### src/rtl/wrr_arb_pkg.sv
// -----------------------------------------------------------------------------
// wrr_arb_pkg
// Shared definitions for the weighted round-robin arbiter:
//   - APB register byte addresses
//   - CTRL field positions
//   - FSM state type
//   - TOCNT width and WEIGHT reset value
// -----------------------------------------------------------------------------
package wrr_arb_pkg;

    localparam logic [7:0] ADDR_CTRL   = 8'h00;
    localparam logic [7:0] ADDR_WEIGHT = 8'h04;
    localparam logic [7:0] ADDR_STATUS = 8'h08;
    localparam logic [7:0] ADDR_TOCNT  = 8'h0C;

    localparam int unsigned CTRL_EN_BIT = 0;
    localparam int unsigned CTRL_TO_LSB = 8;
    localparam int unsigned CTRL_TO_W   = 8;

    localparam int unsigned TOCNT_W = 16;

    localparam logic [31:0] WEIGHT_RST = 32'h1111_1111;

    typedef enum logic {
        IDLE  = 1'b0,
        GRANT = 1'b1
    } state_t;

endpackage

### src/rtl/wrr_rr_pick.sv
// -----------------------------------------------------------------------------
// wrr_rr_pick
// Combinational rotate-priority picker. Scans the eligible mask starting at
// i_start and wrapping modulo NUM_REQ; the first set bit wins.
// Ports:
//   i_eligible  in   NUM_REQ  candidate mask
//   i_start     in   ID_W     index with highest priority
//   o_winner    out  ID_W     winning index (0 when nothing found)
//   o_found     out  1        at least one eligible bit
// -----------------------------------------------------------------------------
module wrr_rr_pick #(
    parameter int unsigned NUM_REQ = 8,
    parameter int unsigned ID_W    = 3
) (
    input  logic [NUM_REQ-1:0] i_eligible,
    input  logic [ID_W-1:0]    i_start,
    output logic [ID_W-1:0]    o_winner,
    output logic               o_found
);

    always_comb begin
        int unsigned     w_pos;
        logic [ID_W-1:0] w_idx;
        o_winner = '0;
        o_found  = 1'b0;
        w_pos    = 0;
        w_idx    = '0;
        for (int unsigned k = 0; k < NUM_REQ; k++) begin
            w_pos = 32'(i_start) + k;
            if (w_pos >= NUM_REQ) begin
                w_pos = w_pos - NUM_REQ;
            end
            w_idx = ID_W'(w_pos);
            if (!o_found && i_eligible[w_idx]) begin
                o_found  = 1'b1;
                o_winner = w_idx;
            end
        end
    end

endmodule

### src/rtl/wrr_arb_ctrl.sv
// -----------------------------------------------------------------------------
// wrr_arb_ctrl
// APB-programmable weighted round-robin arbiter with a grant watchdog.
// A grant covers one transaction, closed by the grantee's done pulse. A
// requester may take up to weight[i] back-to-back transactions (credit)
// before the search pointer moves on.
// Ports:
//   Pclk_i, PResetn_i            clock, async active-low reset
//   PSel_i/PEnable_i/PWrite_i    APB control
//   PAddr_i, PWData_i            APB address / write data
//   PRData_o, PReady_o           APB read data (registered) / always ready
//   req_i                        level requests
//   done_i                       per-requester end-of-transaction pulse
//   gnt_o, gnt_valid_o, gnt_id_o registered one-hot grant, valid, index
//   timeout_o                    pulse in the cycle a grant is revoked
// -----------------------------------------------------------------------------
module wrr_arb_ctrl
    import wrr_arb_pkg::*;
#(
    parameter int unsigned NUM_REQ  = 8,
    parameter int unsigned WEIGHT_W = 4,
    parameter int unsigned ID_W     = (NUM_REQ > 1) ? $clog2(NUM_REQ) : 1
) (
    input  logic               Pclk_i,
    input  logic               PResetn_i,
    input  logic               PSel_i,
    input  logic               PEnable_i,
    input  logic               PWrite_i,
    input  logic [7:0]         PAddr_i,
    input  logic [31:0]        PWData_i,
    output logic [31:0]        PRData_o,
    output logic               PReady_o,
    input  logic [NUM_REQ-1:0] req_i,
    input  logic [NUM_REQ-1:0] done_i,
    output logic [NUM_REQ-1:0] gnt_o,
    output logic               gnt_valid_o,
    output logic [ID_W-1:0]    gnt_id_o,
    output logic               timeout_o
);

    // APB registers
    logic                r_enable;
    logic [CTRL_TO_W-1:0] r_timeout;
    logic [31:0]         r_weight;
    logic [TOCNT_W-1:0]  r_tocnt;
    logic [31:0]         r_prdata;

    // Arbiter state
    state_t              r_state;
    logic [ID_W-1:0]     r_last_id;
    logic [ID_W-1:0]     r_gnt_id;
    logic [NUM_REQ-1:0]  r_gnt;
    logic [WEIGHT_W-1:0] r_credit;
    logic [7:0]          r_timer;

    logic                w_apb_wr;
    logic                w_apb_rd_setup;
    logic [NUM_REQ-1:0]  w_eligible;
    logic [7:0]          w_popcnt;
    logic [ID_W-1:0]     w_start;
    logic [ID_W-1:0]     w_pick_id;
    logic                w_pick_found;
    logic [WEIGHT_W-1:0] w_pick_weight;
    logic                w_keep;
    logic [ID_W-1:0]     w_win_id;
    logic                w_start_grant;
    logic                w_done;
    logic                w_timeout;
    logic [31:0]         w_status;
    logic [31:0]         w_rdata;

    assign w_apb_wr       = PSel_i & PEnable_i & PWrite_i;
    assign w_apb_rd_setup = PSel_i & ~PEnable_i & ~PWrite_i;

    // A zero weight masks the requester entirely.
    always_comb begin
        w_eligible = '0;
        w_popcnt   = '0;
        for (int unsigned i = 0; i < NUM_REQ; i++) begin
            w_eligible[i] = req_i[i] & (r_weight[i*WEIGHT_W +: WEIGHT_W] != '0);
            w_popcnt      = w_popcnt + 8'(req_i[i]);
        end
    end

    assign w_start = (r_last_id == ID_W'(NUM_REQ - 1)) ? '0 : r_last_id + 1'b1;

    wrr_rr_pick #(
        .NUM_REQ (NUM_REQ),
        .ID_W    (ID_W)
    ) u_pick (
        .i_eligible (w_eligible),
        .i_start    (w_start),
        .o_winner   (w_pick_id),
        .o_found    (w_pick_found)
    );

    assign w_pick_weight = r_weight[32'(w_pick_id)*WEIGHT_W +: WEIGHT_W];

    // Remaining credit lets the previous winner go again without a search.
    assign w_keep        = (r_credit != '0) && w_eligible[r_last_id];
    assign w_win_id      = w_keep ? r_last_id : w_pick_id;
    assign w_start_grant = (r_state == IDLE) && r_enable && (w_keep || w_pick_found);

    // Done beats a coincident timeout; done bits of other requesters are ignored.
    assign w_done    = (r_state == GRANT) && done_i[r_gnt_id];
    assign w_timeout = (r_state == GRANT) && !w_done && (r_timeout != '0) &&
                       (r_timer == r_timeout - 8'd1);

    always_ff @(posedge Pclk_i or negedge PResetn_i) begin
        if (!PResetn_i) begin
            r_state   <= IDLE;
            r_last_id <= ID_W'(NUM_REQ - 1);
            r_gnt_id  <= '0;
            r_gnt     <= '0;
            r_credit  <= '0;
            r_timer   <= '0;
        end else begin
            case (r_state)
                IDLE: begin
                    if (w_start_grant) begin
                        r_state   <= GRANT;
                        r_last_id <= w_win_id;
                        r_gnt_id  <= w_win_id;
                        r_gnt     <= NUM_REQ'(1) << w_win_id;
                        r_timer   <= '0;
                        if (!w_keep) begin
                            r_credit <= w_pick_weight;
                        end
                    end
                end
                GRANT: begin
                    if (w_done) begin
                        r_state <= IDLE;
                        r_gnt   <= '0;
                        if (r_credit != '0) begin
                            r_credit <= r_credit - 1'b1;
                        end
                    end else if (w_timeout) begin
                        r_state  <= IDLE;
                        r_gnt    <= '0;
                        r_credit <= '0;
                    end else if (!r_enable) begin
                        // last_id and credit survive a disable
                        r_state <= IDLE;
                        r_gnt   <= '0;
                    end else if (r_timer != 8'hFF) begin
                        r_timer <= r_timer + 8'd1;
                    end
                end
                default: r_state <= IDLE;
            endcase
        end
    end

    always_ff @(posedge Pclk_i or negedge PResetn_i) begin
        if (!PResetn_i) begin
            r_enable  <= 1'b0;
            r_timeout <= '0;
            r_weight  <= WEIGHT_RST;
        end else if (w_apb_wr) begin
            case (PAddr_i)
                ADDR_CTRL: begin
                    r_enable  <= PWData_i[CTRL_EN_BIT];
                    r_timeout <= PWData_i[CTRL_TO_LSB +: CTRL_TO_W];
                end
                ADDR_WEIGHT: r_weight <= PWData_i;
                default: ;
            endcase
        end
    end

    // Software clear takes precedence over a coincident timeout.
    always_ff @(posedge Pclk_i or negedge PResetn_i) begin
        if (!PResetn_i) begin
            r_tocnt <= '0;
        end else if (w_apb_wr && (PAddr_i == ADDR_TOCNT)) begin
            r_tocnt <= '0;
        end else if (w_timeout && (r_tocnt != '1)) begin
            r_tocnt <= r_tocnt + 1'b1;
        end
    end

    always_comb begin
        w_status                  = '0;
        w_status[0]               = (r_state == GRANT);
        w_status[4 +: ID_W]       = r_gnt_id;
        w_status[15:8]            = w_popcnt;
        w_status[16 +: WEIGHT_W]  = r_credit;
    end

    always_comb begin
        w_rdata = '0;
        case (PAddr_i)
            ADDR_CTRL:   w_rdata = {16'h0, r_timeout, 7'h0, r_enable};
            ADDR_WEIGHT: w_rdata = r_weight;
            ADDR_STATUS: w_rdata = w_status;
            ADDR_TOCNT:  w_rdata = 32'(r_tocnt);
            default:     w_rdata = '0;
        endcase
    end

    // Read data is captured in the setup phase so it is stable in the access phase.
    always_ff @(posedge Pclk_i or negedge PResetn_i) begin
        if (!PResetn_i) begin
            r_prdata <= '0;
        end else if (w_apb_rd_setup) begin
            r_prdata <= w_rdata;
        end
    end

    assign PRData_o    = r_prdata;
    assign PReady_o    = 1'b1;
    assign gnt_o       = r_gnt;
    assign gnt_valid_o = |r_gnt;
    assign gnt_id_o    = r_gnt_id;
    assign timeout_o   = w_timeout;

endmodule

### config.mk
export PLATFORM = sky130hd
export DESIGN_NAME = wrr_arb_ctrl
export DESIGN_NICKNAME = d
export VERILOG_FILES = /design/src/rtl/wrr_arb_pkg.sv /design/src/rtl/wrr_rr_pick.sv /design/src/rtl/wrr_arb_ctrl.sv
export SDC_FILE = /design/constraint.sdc
export NUM_CORES = 1
export LEC_CHECK = 0
export ABC_CLOCK_PERIOD_IN_PS = 9400
export CAP_MARGIN = 10
export CORE_MARGIN = 3
export CORE_UTILIZATION = 30
export CTS_BUF_LIST = sky130_fd_sc_hd__clkbuf_8
export DETAILED_ROUTE_END_ITERATION = 8
export GPL_TIMING_DRIVEN = 0
export PLACE_DENSITY_LB_ADDON = 0.25
export SLEW_MARGIN = 15
export SYNTH_ARGS = -nofsm -noshare
export SYNTH_HDL_FRONTEND = slang
export SYNTH_SLANG_ARGS = --single-unit
### constraint.sdc
create_clock -name Pclk_i -period 9.4 [get_ports Pclk_i]
set_input_delay 1.88 -clock Pclk_i [delete_from_list [all_inputs] [get_ports Pclk_i]]
set_output_delay 1.88 -clock Pclk_i [all_outputs]
set_load 0.02 [all_outputs]
==> results.yml, run 1 <==
grt:
  grt_start_max_net_pins: 60
  grt_overflow: 0
  grt_pass1_wl_um: 34800
  grt_antenna_before_repair: 0
  grt_pass1_vias: 6097
  grt_util_all_layers: 0.169
critical_path:
  arrival_ns: 4.74
  reg2reg_depth: 16
  critical_path.max_fanout: 7
  r2r_end: "r_credit[2]$_DFFE_PN0P_"
  cp-start-kind: "input pin"
  crit_start: "done_i[7]"
  crit-reg2reg-launch: "r_last_id[1]$_DFFE_PN1P_"
  crit_path_end: "timeout_o"
  crit_path_end_kind: "primary output"
  cp.required_ns: 7.52
  crit_type: "in -> out"
  r2r_slack_ns: 4.25
routing:
  wl_um: 21800
  vias_per_cell: 5.34
  met1Wirelength_um: 10500
  dr_wl_met2_um: 9660
  vias: 6219
  postRouteAntennaNets: 0
  highest_layer: "met4"
  initialDrtViolationCount: 331
  drc: 0
  wl_met3_um: 1300
  drtPass1Iterations: 5
  detail_route.wl_per_cell_um: 18.8
pwr:
  seqPwrFrac: 0.312
  switching_power_mw: 0.669
  ir_worst_vdd_mv: 0.0987
  p_clk_frac: 0.278
  p_total_mw: 1.74
  internal_power_mw: 1.07
  swShare: 0.385
  combPwrFrac: 0.410
  p_leak_nw: 3.80
  power_density_nw_per_um2: 190
sta:
  grt_setup_unrepaired: "no"
  skew_ns: 0.0139
  layout_min_cycle_time_ns: 6.62
  fin_crit_sh: 0.705
  worst_slew_pin_slew_ns: 0.937
  fmax_mhz: 151
  setup_viol: 0
  hold_violations: 0
  final_max_slew_viol_count: 0
  setup_tns_ns: 0
  max_slew_margin: 0.367
clock_network:
  ctsResizeCount: 0
  cts_setup_buffers: 0
  cts_buffers: 17
  clkTransAtPathRegs_ns: 0.08
  ctsHoldBuffers: 0
  ctsHtreeMaxLevel: 4
  root_buffer: "clkbuf_8"
  cts_tree: "yes"
  clk_latency_ns: 0.44
  clockBufferDepth: 2
  clkSinkCount: 116
yosys:
  seq_area_frac_synth: 0.401
  synthArstFlopShare: 1.00
  synth_cell_types: 79
  syn_area_um2: 7270
  yosys.area.top_type: "dfrtp_1"
  synth.area.top_cells: "dfrtp_1 (36%), mux2_2 (7.7%), mux4_2 (4.6%)"
  synth_cells: 708
  synth_flop_cell: "dfrtp_1"
  ys_warn_count: 0
  synth.top_cell.area_share: 0.362
  syn-num-nets: 783
  synth.avg_cell_area_um2: 10.3
  synth.top_cells.by_count: "dfrtp_1 (105), nand2_1 (64), nor2_1 (63)"
  synth-edff-count: 0
  synth_most_common_cell: "dfrtp_1"
  ys_ff_latch: 116
floorplanning:
  die_h_um: 162
  core-area_um2: 23600
  io_pins: 107
  die-area_um2: 26100
  die_x_um: 162
  initial_core_util: 0.308
  rows: 56
place:
  dpl_cell_area_um2: 8730
  placedCellCount: 1132
  io_buffers: 104
  dp_hpwl_um: 16800
  gp_congestion: 0.893
min_path:
  hold_class: "reg -> reg"
finish:
  stdcell_count: 1164
  diodes: 0
  nets: 907
  final_area_um2: 9150
  areaGrowthSynthToFinish_pct: 25.9
  drive_gt1_frac: 0.159
job:
  drv_cap: 0
status:
  status: "complete, no violations"
-- cells by family after synthesis --
| group | after synthesis | synth area share |
|---|---|---|
| flops | 116 | 0.401 |
| xor+xnor | 28 | 0.0338 |
| compound gates | 180 | 0.195 |
| fa+ha+maj | 14 | 0.0282 |
| simple gates | 210 | 0.137 |
| other cells | 1 | 0.000516 |
| mux | 95 | 0.168 |
| buf+inv | 64 | 0.0360 |
-- placed cells by master (no fill, tap or decap), types with 18 or more instances in the layout --
cell type and instances:
nand2_1 64, a22o_1 22, mux2i_1 28, inv_1 29, dfrtp_1 105, clkdlybuf4s50_1 103
clkbuf_1 20, o21ai_0 29, clkbuf_8 18, mux2_2 50, nor2_1 63
-- stage by stage --
| stage | hold slack [ns] | util | setup WS [ns] |
|---|---|---|---|
| finish | 0.488 | 0.387 | 2.78 |
| global route | 0.514 | 0.387 | 2.60 |
| CTS | 0.487 | 0.387 | 2.73 |
| detailed placement | 0.470 | 0.370 | 2.75 |
| global placement | 0.463 | 0.369 | 1.70 |
| floorplan | 0.513 | - | 4.30 |
-- power by group through the flow --
stage	combinational, mW	clock, mW	sequential [mW]
5_1_grt	0.773	0.513	0.545
6_report	0.712	0.482	0.542
2_1_floorplan	0.503	0	0.548
4_1_cts	0.703	0.492	0.542
3_5_place_dp	0.699	0	0.551
3_3_place_gp	0.701	0	0.551
-- cell type report --
| type | instances | area (um2) |
|---|---|---|
| flip-flops and latches | 116 | 2920 |
| fillers | 2355 | 14500 |
| multi-input cells | 528 | 4090 |
| repair buffers | 105 | 1070 |
| clock inverters | 14 | 163 |
| inverters | 30 | 113 |
| plain buffers | 34 | 149 |
| clock buffers | 18 | 248 |
| well taps | 319 | 399 |
-- worst max-delay path: stages --
cell and delay, ns:
clkdlybuf4s50_1 0.39, mux4_2 0.46, mux2i_1 0.42, nand2_1 0.16
nor2_1 0.12, and4_1 0.18, clkbuf_1 0.42, clkdlybuf4s50_1 0.72
-- how the worst min path moves through the flow --
stage | startpoint | endpoint | slack (ns) | depth (start not counted)
finish | PRData_o[7]$_DFFE_PN0P_ | PRData_o[7]$_DFFE_PN0P_ | 0.49 | 2
global route | PRData_o[16]$_DFFE_PN0P_ | PRData_o[16]$_DFFE_PN0P_ | 0.51 | 2
CTS | PRData_o[16]$_DFFE_PN0P_ | PRData_o[16]$_DFFE_PN0P_ | 0.49 | 2
detailed placement | PRData_o[16]$_DFFE_PN0P_ | PRData_o[16]$_DFFE_PN0P_ | 0.47 | 2
global placement | PRData_o[19]$_DFFE_PN0P_ | PRData_o[19]$_DFFE_PN0P_ | 0.46 | 2
floorplan | r_enable$_DFFE_PN0P_ | r_enable$_DFFE_PN0P_ | 0.51 | 1
-- sequential cells by signal, indices dropped and copies added, names as in the netlist --
| register | cells |
|---|---|
| gnt_o | 8 |
| r_tocnt | 16 |
| r_last_id | 3 |
| r_timeout | 8 |
| r_weight | 32 |
| gnt_id_o | 3 |
| r_credit | 4 |
| r_state | 1 |
| PRData_o | 32 |
| r_timer | 8 |
| r_enable | 1 |
-- metal layers --
metal	track usage	vias up
li1	-	2923
met1	0.245	3071
met5	0	-
met3	0.0336	24
met2	0.256	201
met4	0.0492	0
No activity file was read; power rests on OpenSTA's default activity.
==> inputs of run 2 (changes only) <==
- ABC_CLOCK_PERIOD_IN_PS: 9400 -> 6800
- clock period: 9.4 -> 6.8 ns (I/O delays scaled with it)
==> results of run 2 <==
The final DEF is identical to that of run 1. Status: complete, no violations.
Main changes from that run: setup slack after placement 2.75 ns -> 1.19 ns; setup slack after layout 2.78 ns -> 1.22 ns; register-to-register setup slack 4.25 ns -> 1.65 ns; total power 1.74 mW -> 2.40 mW; worst IR drop on VDD 0.0987 mV -> 0.136 mV
==> inputs of run 3 (changes only) <==
- ABC_CLOCK_PERIOD_IN_PS: 6800 -> 5800
- clock period: 6.8 -> 5.8 ns (I/O delays scaled with it)
==> results of run 3 <==
The final DEF is identical to that of run 1. Status: complete, no violations.
Main changes from that run: setup slack after placement 2.75 ns -> 0.586 ns; setup slack after layout 2.78 ns -> 0.616 ns; register-to-register setup slack 4.25 ns -> 0.65 ns; total power 1.74 mW -> 2.81 mW; worst IR drop on VDD 0.0987 mV -> 0.160 mV
